==> config.mk <==
export PLATFORM = sky130hd
export DESIGN_NAME = mips_mc_core_flat
export DESIGN_NICKNAME = d
export VERILOG_FILES = /design/src/rtl/mips_mc_core_if.sv /design/src/rtl/mips_mc_core.sv /design/src/flat_wrapper.sv
export SDC_FILE = /design/constraint.sdc
export NUM_CORES = 2
export LEC_CHECK = 0
export ABC_AREA = 0
export CAP_MARGIN = 20
export CORE_MARGIN = 3
export CORE_UTILIZATION = 35
export DETAILED_ROUTE_END_ITERATION = 16
export GPL_ROUTABILITY_DRIVEN = 0
export GPL_TIMING_DRIVEN = 0
export HOLD_SLACK_MARGIN = 0.15
export PLACE_DENSITY = 0.5
export SLEW_MARGIN = 20
export SYNTH_ARGS = -nofsm -noshare
export SYNTH_HDL_FRONTEND = slang
export SYNTH_SLANG_ARGS = --single-unit
==> constraint.sdc <==
create_clock -name clk -period 3.5 [get_ports clk]
set_input_delay 0.7 -clock clk [delete_from_list [all_inputs] [get_ports clk]]
set_output_delay 0.7 -clock clk [all_outputs]
set_load 0.005 [all_outputs]
==> src/rtl/mips_mc_core_if.sv <==
// Single-port memory bus between the multicycle core (master) and system memory (slave).
interface mips_mc_core_if;
    logic [31:0] mem_addr;
    logic [31:0] mem_wr_data;
    logic [31:0] mem_rd_data;
    logic        mem_rd_ena;
    logic        mem_wr_ena;
    logic        mem_ready;

    modport master (
        output mem_addr, mem_wr_data, mem_rd_ena, mem_wr_ena,
        input  mem_rd_data, mem_ready
    );

    modport slave (
        input  mem_addr, mem_wr_data, mem_rd_ena, mem_wr_ena,
        output mem_rd_data, mem_ready
    );
endinterface

==> src/rtl/mips_mc_core.sv <==
// Multicycle MIPS core: one shared memory port, ready handshake with timeout,
// HALT state for BREAK / illegal encodings / bus errors, retired-instruction counter.
module mips_mc_core #(
    parameter logic [31:0] RESET_PC = 32'h0000_0000,
    parameter int          MAX_WAIT = 16,
    parameter int          CNT_W    = 32
) (
    input  logic             clk,
    input  logic             rstb,
    mips_mc_core_if.master   bus,
    output logic [31:0]      PC,
    output logic             halted,
    output logic             illegal,
    output logic             bus_err,
    output logic [CNT_W-1:0] instr_count
);
    typedef enum logic [3:0] {
        S_FETCH, S_DECODE, S_EXEC_R, S_EXEC_I, S_WB_R, S_WB_I, S_MEM_ADDR,
        S_MEM_RD, S_WB_MEM, S_MEM_WR, S_BRANCH, S_JUMP, S_HALT
    } state_t;

    localparam logic [5:0] OP_RTYPE = 6'h00, OP_J = 6'h02, OP_BEQ = 6'h04;
    localparam logic [5:0] OP_ADDI = 6'h08, OP_LW = 6'h23, OP_SW = 6'h2B;
    localparam logic [5:0] FN_ADD = 6'h20, FN_SUB = 6'h22, FN_AND = 6'h24;
    localparam logic [5:0] FN_OR = 6'h25, FN_SLT = 6'h2A;
    localparam logic [7:0] WAIT_LIMIT = 8'(MAX_WAIT - 1);

    state_t           state_q, state_d;
    logic [31:0]      pc_q, pc_d, ir_q, ir_d, a_q, a_d, b_q, b_d;
    logic [31:0]      aluOut_q, aluOut_d, mdr_q, mdr_d;
    logic [7:0]       waitCnt_q, waitCnt_d;
    logic [CNT_W-1:0] instrCnt_q, instrCnt_d;
    logic             illegal_q, illegal_d, busErr_q, busErr_d;
    logic [31:0]      gpr_q [32];

    logic        gprWe;
    logic [4:0]  gprAddr;
    logic [31:0] gprData;
    logic [5:0]  opcode, funct;
    logic [4:0]  rs, rt, rd;
    logic [31:0] immSext;
    logic        accessState, dataState;

    assign opcode  = ir_q[31:26];
    assign rs      = ir_q[25:21];
    assign rt      = ir_q[20:16];
    assign rd      = ir_q[15:11];
    assign funct   = ir_q[5:0];
    assign immSext = {{16{ir_q[15]}}, ir_q[15:0]};

    assign dataState   = (state_q == S_MEM_RD) || (state_q == S_MEM_WR);
    assign accessState = dataState || (state_q == S_FETCH);

    // Strobes are Moore outputs, gated off while reset is held.
    assign bus.mem_rd_ena  = rstb && ((state_q == S_FETCH) || (state_q == S_MEM_RD));
    assign bus.mem_wr_ena  = rstb && (state_q == S_MEM_WR);
    assign bus.mem_addr    = dataState ? aluOut_q : pc_q;
    assign bus.mem_wr_data = b_q;

    assign PC          = pc_q;
    assign halted      = (state_q == S_HALT);
    assign illegal     = illegal_q;
    assign bus_err     = busErr_q;
    assign instr_count = instrCnt_q;

    always_comb begin
        state_d    = state_q;
        pc_d       = pc_q;
        ir_d       = ir_q;
        a_d        = a_q;
        b_d        = b_q;
        aluOut_d   = aluOut_q;
        mdr_d      = mdr_q;
        waitCnt_d  = '0;
        instrCnt_d = instrCnt_q;
        illegal_d  = illegal_q;
        busErr_d   = busErr_q;
        gprWe      = 1'b0;
        gprAddr    = rt;
        gprData    = aluOut_q;

        case (state_q)
            S_FETCH: if (bus.mem_ready) begin
                ir_d    = bus.mem_rd_data;
                pc_d    = pc_q + 32'd4;
                state_d = S_DECODE;
            end
            S_DECODE: begin
                a_d      = gpr_q[rs];
                b_d      = gpr_q[rt];
                aluOut_d = pc_q + (immSext << 2);
                case (opcode)
                    OP_RTYPE: begin
                        if (funct inside {FN_ADD, FN_SUB, FN_AND, FN_OR, FN_SLT}) begin
                            state_d = S_EXEC_R;
                        end else begin
                            // BREAK (funct 0x0D) halts cleanly; anything else is illegal
                            state_d   = S_HALT;
                            illegal_d = (funct != 6'h0D);
                        end
                    end
                    OP_ADDI:      state_d = S_EXEC_I;
                    OP_LW, OP_SW: state_d = S_MEM_ADDR;
                    OP_BEQ:       state_d = S_BRANCH;
                    OP_J:         state_d = S_JUMP;
                    default: begin
                        state_d   = S_HALT;
                        illegal_d = 1'b1;
                    end
                endcase
            end
            S_EXEC_R: begin
                case (funct)
                    FN_ADD:  aluOut_d = a_q + b_q;
                    FN_SUB:  aluOut_d = a_q - b_q;
                    FN_AND:  aluOut_d = a_q & b_q;
                    FN_OR:   aluOut_d = a_q | b_q;
                    FN_SLT:  aluOut_d = {31'd0, ($signed(a_q) < $signed(b_q))};
                    default: aluOut_d = aluOut_q;
                endcase
                state_d = S_WB_R;
            end
            S_EXEC_I: begin
                aluOut_d = a_q + immSext;
                state_d  = S_WB_I;
            end
            S_WB_R, S_WB_I: begin
                gprWe      = 1'b1;
                gprAddr    = (state_q == S_WB_R) ? rd : rt;
                state_d    = S_FETCH;
                instrCnt_d = instrCnt_q + CNT_W'(1);
            end
            S_MEM_ADDR: begin
                aluOut_d = a_q + immSext;
                state_d  = (opcode == OP_LW) ? S_MEM_RD : S_MEM_WR;
            end
            S_MEM_RD: if (bus.mem_ready) begin
                mdr_d   = bus.mem_rd_data;
                state_d = S_WB_MEM;
            end
            S_WB_MEM: begin
                gprWe      = 1'b1;
                gprData    = mdr_q;
                state_d    = S_FETCH;
                instrCnt_d = instrCnt_q + CNT_W'(1);
            end
            S_MEM_WR: if (bus.mem_ready) begin
                state_d    = S_FETCH;
                instrCnt_d = instrCnt_q + CNT_W'(1);
            end
            S_BRANCH: begin
                if (a_q == b_q) pc_d = aluOut_q;
                state_d    = S_FETCH;
                instrCnt_d = instrCnt_q + CNT_W'(1);
            end
            S_JUMP: begin
                pc_d       = {pc_q[31:28], ir_q[25:0], 2'b00};
                state_d    = S_FETCH;
                instrCnt_d = instrCnt_q + CNT_W'(1);
            end
            S_HALT:  state_d = S_HALT;
            default: state_d = S_FETCH;
        endcase

        // A stalled access either counts another wait cycle or gives up with a bus error.
        if (accessState && !bus.mem_ready) begin
            if (waitCnt_q == WAIT_LIMIT) begin
                state_d  = S_HALT;
                busErr_d = 1'b1;
            end else begin
                waitCnt_d = waitCnt_q + 8'd1;
            end
        end
    end

    always_ff @(posedge clk) begin
        if (!rstb) state_q <= S_FETCH;
        else       state_q <= state_d;
    end

    always_ff @(posedge clk) begin
        if (!rstb) begin
            pc_q       <= RESET_PC;
            ir_q       <= '0;
            a_q        <= '0;
            b_q        <= '0;
            aluOut_q   <= '0;
            mdr_q      <= '0;
            waitCnt_q  <= '0;
            instrCnt_q <= '0;
            illegal_q  <= 1'b0;
            busErr_q   <= 1'b0;
            for (int i = 0; i < 32; i++) gpr_q[i] <= '0;
        end else begin
            pc_q       <= pc_d;
            ir_q       <= ir_d;
            a_q        <= a_d;
            b_q        <= b_d;
            aluOut_q   <= aluOut_d;
            mdr_q      <= mdr_d;
            waitCnt_q  <= waitCnt_d;
            instrCnt_q <= instrCnt_d;
            illegal_q  <= illegal_d;
            busErr_q   <= busErr_d;
            if (gprWe && (gprAddr != 5'd0)) gpr_q[gprAddr] <= gprData;
        end
    end
endmodule
==> src/flat_wrapper.sv <==
// flat-port wrapper written by rule: the top's interface ports become plain ports
module mips_mc_core_flat 
#(
    parameter logic [31:0] RESET_PC = 32'h0000_0000,
    parameter int          MAX_WAIT = 16,
    parameter int          CNT_W    = 32
)
  (clk, rstb, PC, halted, illegal, bus_err, instr_count, bus_mem_addr, bus_mem_wr_data, bus_mem_rd_ena, bus_mem_wr_ena, bus_mem_rd_data, bus_mem_ready);
  mips_mc_core_if bus_i ();
  input  logic clk;
  input  logic rstb;
  output logic [31:0] PC;
  output logic halted;
  output logic illegal;
  output logic bus_err;
  output logic [CNT_W-1:0] instr_count;
  output wire logic [$bits(bus_i.mem_addr)-1:0] bus_mem_addr;
  output wire logic [$bits(bus_i.mem_wr_data)-1:0] bus_mem_wr_data;
  output wire logic [$bits(bus_i.mem_rd_ena)-1:0] bus_mem_rd_ena;
  output wire logic [$bits(bus_i.mem_wr_ena)-1:0] bus_mem_wr_ena;
  input wire logic [$bits(bus_i.mem_rd_data)-1:0] bus_mem_rd_data;
  input wire logic [$bits(bus_i.mem_ready)-1:0] bus_mem_ready;
  assign bus_mem_addr = bus_i.mem_addr;
  assign bus_mem_wr_data = bus_i.mem_wr_data;
  assign bus_mem_rd_ena = bus_i.mem_rd_ena;
  assign bus_mem_wr_ena = bus_i.mem_wr_ena;
  assign bus_i.mem_rd_data = bus_mem_rd_data;
  assign bus_i.mem_ready = bus_mem_ready;
  mips_mc_core #(.RESET_PC(RESET_PC), .MAX_WAIT(MAX_WAIT), .CNT_W(CNT_W)) u_core (.clk(clk), .rstb(rstb), .bus(bus_i), .PC(PC), .halted(halted), .illegal(illegal), .bus_err(bus_err), .instr_count(instr_count));
endmodule
* After elaboration in Yosys (flattened, before gate mapping)
Memory sizes are Yosys's and may differ from the RTL's. A register that Yosys moved wholly into a read port is not among the register bits.
Cells that the tools add are included.
Widths: inputs -> output; s select.
** Word-level totals
- Bits in registers :: 174
- Memories kept :: 1
- Output and inout bits :: 133
- Memory bits (writable) :: 1024
** Memories
- u_core.gpr_q :: depth 32, bits a word 32, rd ports 2, clocked after memory_dff 2, wr ports 32, line mips_mc_core.sv:34 : logic [31:0] gpr_q [32];
** Cells by class
- $lt $le $gt $ge :: 1
- Add/sub/neg operators :: 7
- Multiplexer cells :: 30
- Bitwise gates (word level) :: 6
- Equal/unequal tests :: 30
- Reductions and logical operators :: 34
** Operator list (number)
- $mux 32 :: 6
- $pmux 32 s3 :: 2
- $pmux 32 s5 :: 1
- $add 32x32->32 :: 3
- $pmux 32 s2 :: 1
- $eq 6x6->1 const B :: 7
- $add 32x1->32 const B :: 1
- $add 32x3->32 const B :: 1
- $and 32x32->32 :: 1
- $eq 32x32->1 :: 1
- $lt 32x32->1 :: 1
- $or 32x32->32 :: 1
- $pmux 4 s8 :: 1
- $reduce_or 32->1 :: 1
- $sub 32x32->32 :: 1
- $mux 4 :: 7
- $eq 4x4->1 const B :: 5
- $pmux 4 s5 :: 1
- $eq 4x3->1 const B :: 4
- $mux 5 :: 3
- $reduce_and 2->1 :: 5
- $reduce_bool 5->1 :: 2
- $reduce_or 5->1 :: 2
- $add 8x1->8 const B :: 1
- 24 further kinds :: 49

* Longest topological paths before layout
- Depth in word-level cells :: 10
- Depth in mapped cells :: 13

* Least setup slack after synthesis
Ideal clock, no wire load.
- Path type :: register -> register
- Start :: register u_core.ir_q[15]
- End :: memory u_core.gpr_q[12][0] (enable)
- Library setup time :: 0.389 ns
- Path buffers :: 2
- Path slack :: 0.253 ns
- Cell stages (with the launch flop) :: 9
- Required time :: 3.111 ns
- Data arrival time :: 2.857 ns
- Path through :: dfxtp_1 clkbuf_1 nand2_1 nand2_1 o311ai_4 nor2_1 nand2_1 buf_2 nand2_1
** RTL lines
- from (decl) :: line mips_mc_core.sv:29 : logic [31:0] pc_q, pc_d, ir_q, ir_d, a_q, a_d, b_q, b_d;
- from (signal assigned) :: line mips_mc_core.sv:196 : ir_q <= ir_d;
- to (decl) :: line mips_mc_core.sv:34

==> results_dict.tcl <==
set metrics [dict create \
    synth.most_common_cell "nor2_1" \
    slew_headroom 0.137 \
    cts_max_path_buffers 3 \
    cp_top_family "buffers and inverters" \
    worst_path_max_delay_cell "dfxtp_1" \
    status "finished, violations left" \
    grtUsageMet1 0.365 \
    cellPowerDensity_nw_per_um2 584 \
    startpoint_type "flop" \
    met3_usage 0.0561 \
    finalInstanceArea_um2 83000 \
    setup_viol 90 \
    fin_ws_ns -0.0510 \
    syn_inst 5701 \
    synth.distinct_cells 93 \
    vias_per_cell 6.04 \
    num_rows 164 \
    cp-end-kind "flop" \
    core_um2 200000 \
    synthFlopType "edfxtp_1" \
    grt.busiest_layer "met2" \
    drive_above_1_share 0.233 \
    final_cells 8876 \
    clk_pin_slew_ns 0.06 \
    min_path_type "in -> reg" \
    ys_seq_area_frac 0.504 \
    ys_top_cells_by_area "edfxtp_1 44%, mux4_2 20%, dfxtp_1 6.8%, nor2_1 6.7%, ha_1 2.8%" \
    dpl.cell_count 8584 \
    fin_tns_setup_ns -1.68 \
    clock_latency_ns 0.81 \
    crit_fanout 18 \
    nNetsFinal 6311 \
    min_period_ns 3.55 \
    track_usage 0.276 \
    syn2layout_area_growth_pct 17.7 \
    rsz0062_at_grt "true" \
    portBuffers 165 \
    slew_viol_final 0 \
    cts_tree "built" \
    antenna_found_initial 12 \
    final_core_util 0.415 \
    worstMarginPinSlew_ns 1.26 \
    initial_utilization 0.352 \
    drc 0 \
    met2_usage 0.436 \
    clock-root-buffer "clkbuf_16" \
    cp_slowest_stage_delay_ns 0.88 \
    vias 53600 \
    synth_common_cells "1265 x nor2_1, 1024 x edfxtp_1, 640 x mux4_2" \
    ant_nets 0 \
    drtIter0Drc 7234 \
    cts_inserted_buffers 146 \
    grt_overflow 0 \
    dr.pass1.iters 9 \
    post-dp-hpwl_um 225000 \
    ys_warn_count 0 \
    postCtsHoldBufs 0 \
    synth_edf_count 1024 \
    synth_seq_cells 1262 \
    grt_pass1_wl_um 402000 \
    io_pins 168 \
    syn_area_um2 70500 \
    grt_pass1_vias 52200 \
    cts.sinks 1262 \
    fin_skew_ns 0.0247 \
    synth.top_cell.area_share 0.436 \
    syn_area_per_cell_um2 12.4 \
    cap_violations 0 \
    worstPathRequired_ns 3.99 \
    die_h_um 455 \
    design.die.area_um2 207000 \
    place_area_um2 76500 \
    synth_area_leader_cell "edfxtp_1" \
    ir_worst_vdd_mv 0.572 \
    leakage_nw 27.4 \
    wirelength_um 290000 \
    critPathBufInv 5 \
    critPathArrivalTime_ns 4.04 \
    hold_violations 0 \
    clock.fmax_mhz 282 \
    crit_path_cell_trace "inv_1 -> a31oi_1 -> o311ai_4 -> buf_12 -> a21oi_4 -> buf_4 -> nand2_2 -> clkbuf_4 -> nand2_2 -> buf_12" \
    criticalPathCategory "reg -> reg" \
    htree_levels 4 \
    dieWidth_um 455 \
    finalCritPeriodShare 1.01 \
    routedWlPerCell_um 32.7 \
    async_reset_ff_frac 0 \
    violations "negative setup slack" \
    grt_start_max_net_pins 33 \
]
==> layout make-up <==
cell class / instances / area (um^2)
Buffer: 498 / 2520
Timing Repair Buffer: 241 / 2980
Multi-Input combinational cell: 3834 / 33600
Fill cell: 18900 / 117000
Clock buffer: 193 / 3920
Inverter: 130 / 492
Sequential cell: 1262 / 35600
Clock inverter: 57 / 503
Tap cell: 2656 / 3320
Antenna cell: 5 / 12.5
==> placed cells by master (no fill, tap or decap), types with 42 or more instances in the layout <==
cell / instances
a21oi_1: 248
nand3_1: 43
mux2i_2: 45
clkdlybuf4s50_1: 143
mux4_2: 640
buf_4: 65
mux2i_1: 72
clkbuf_16: 149
inv_1: 127
clkbuf_1: 267
a211oi_1: 98
nand2_1: 279
clkbuf_2: 69
xnor2_1: 42
xor2_1: 49
edfxtp_1: 1024
o21ai_0: 121
nor2_1: 1261
dfxtp_1: 198
buf_2: 100
ha_1: 157
==> worst min-delay path, delay by kind of cell <==
family / cells / cell delay [ns]
and+or+nand+nor: 1 / 0.17
buffers and inverters: 1 / 0.22
AOI/OAI and AO/OA: 1 / 0.09
==> timing repair <==
action                     4_1_cts  5_1_grt
setup endpoints to repair     2143      470
cloned                           8        0
pin swaps                        4       11
setup buffers                   31        8
gates resized for setup        333      143
==> metrics by stage <==
stage               total power, mW  hold WS, ns  setup WS (ns)
finish                         48.4        0.419        -0.0510
global route                   49.8        0.419        -0.0800
CTS                            47.9        0.349         -0.108
detailed placement             32.8        0.433          -1.96
global placement               32.5        0.428          -3.35
floorplan                      26.4        0.413          0.253
==> per-layer routing <==
layer / vias up / routed length [um]
met5: - / 13
met4: 2 / 16200
met3: 632 / 27200
met2: 2969 / 133000
met1: 27600 / 113000
li1: 22400 / -
==> report_power, final <==
part           internal, mW  switching (mW)  total, mW
clock                  8.31            6.46       14.8
sequential             17.0            1.31       18.3
combinational          5.45            9.92       15.4
==> logic make-up (layout without fill, tap and decap cells) <==
family,count (synthesis),count (layout),synth area share
flops,1262,1262,0.504
buf+inv,638,1119,0.0366
compound gates,837,837,0.0789
xor+xnor,91,91,0.0113
fa+ha+maj,163,163,0.0294
other cells,1,37,0.0000532
mux,802,802,0.228
simple gates,1907,1909,0.112
==> worst paths after layout <==
| path | slack (ns) | endpoint | cells past startpoint | startpoint |
|---|---|---|---|---|
| max | -0.05 | u_core.gpr_q[23][8] | 10 | u_core.ir_q[14] |
| min | 0.42 | u_core.state_q[3] | 3 | rstb |
| min reg2reg | 0.44 | u_core.waitCnt_q[0] | 1 | u_core.waitCnt_q[0] |
| max reg2reg | -0.05 | u_core.gpr_q[23][8] | 10 | u_core.ir_q[14] |
==> flip-flops by register name, summed over array words and instances, names as in the netlist <==
register	count
u_core.gpr_q	1024
u_core.PC	32
u_core.a_q	32
u_core.aluOut_q	32
u_core.bus.mem_wr_data	32
u_core.instr_count	32
u_core.ir_q	32
u_core.mdr_q	32
u_core.waitCnt_q	8
u_core.state_q	4
u_core.bus_err	1
u_core.illegal	1
Note: power is estimated with default switching activity, not from simulation.
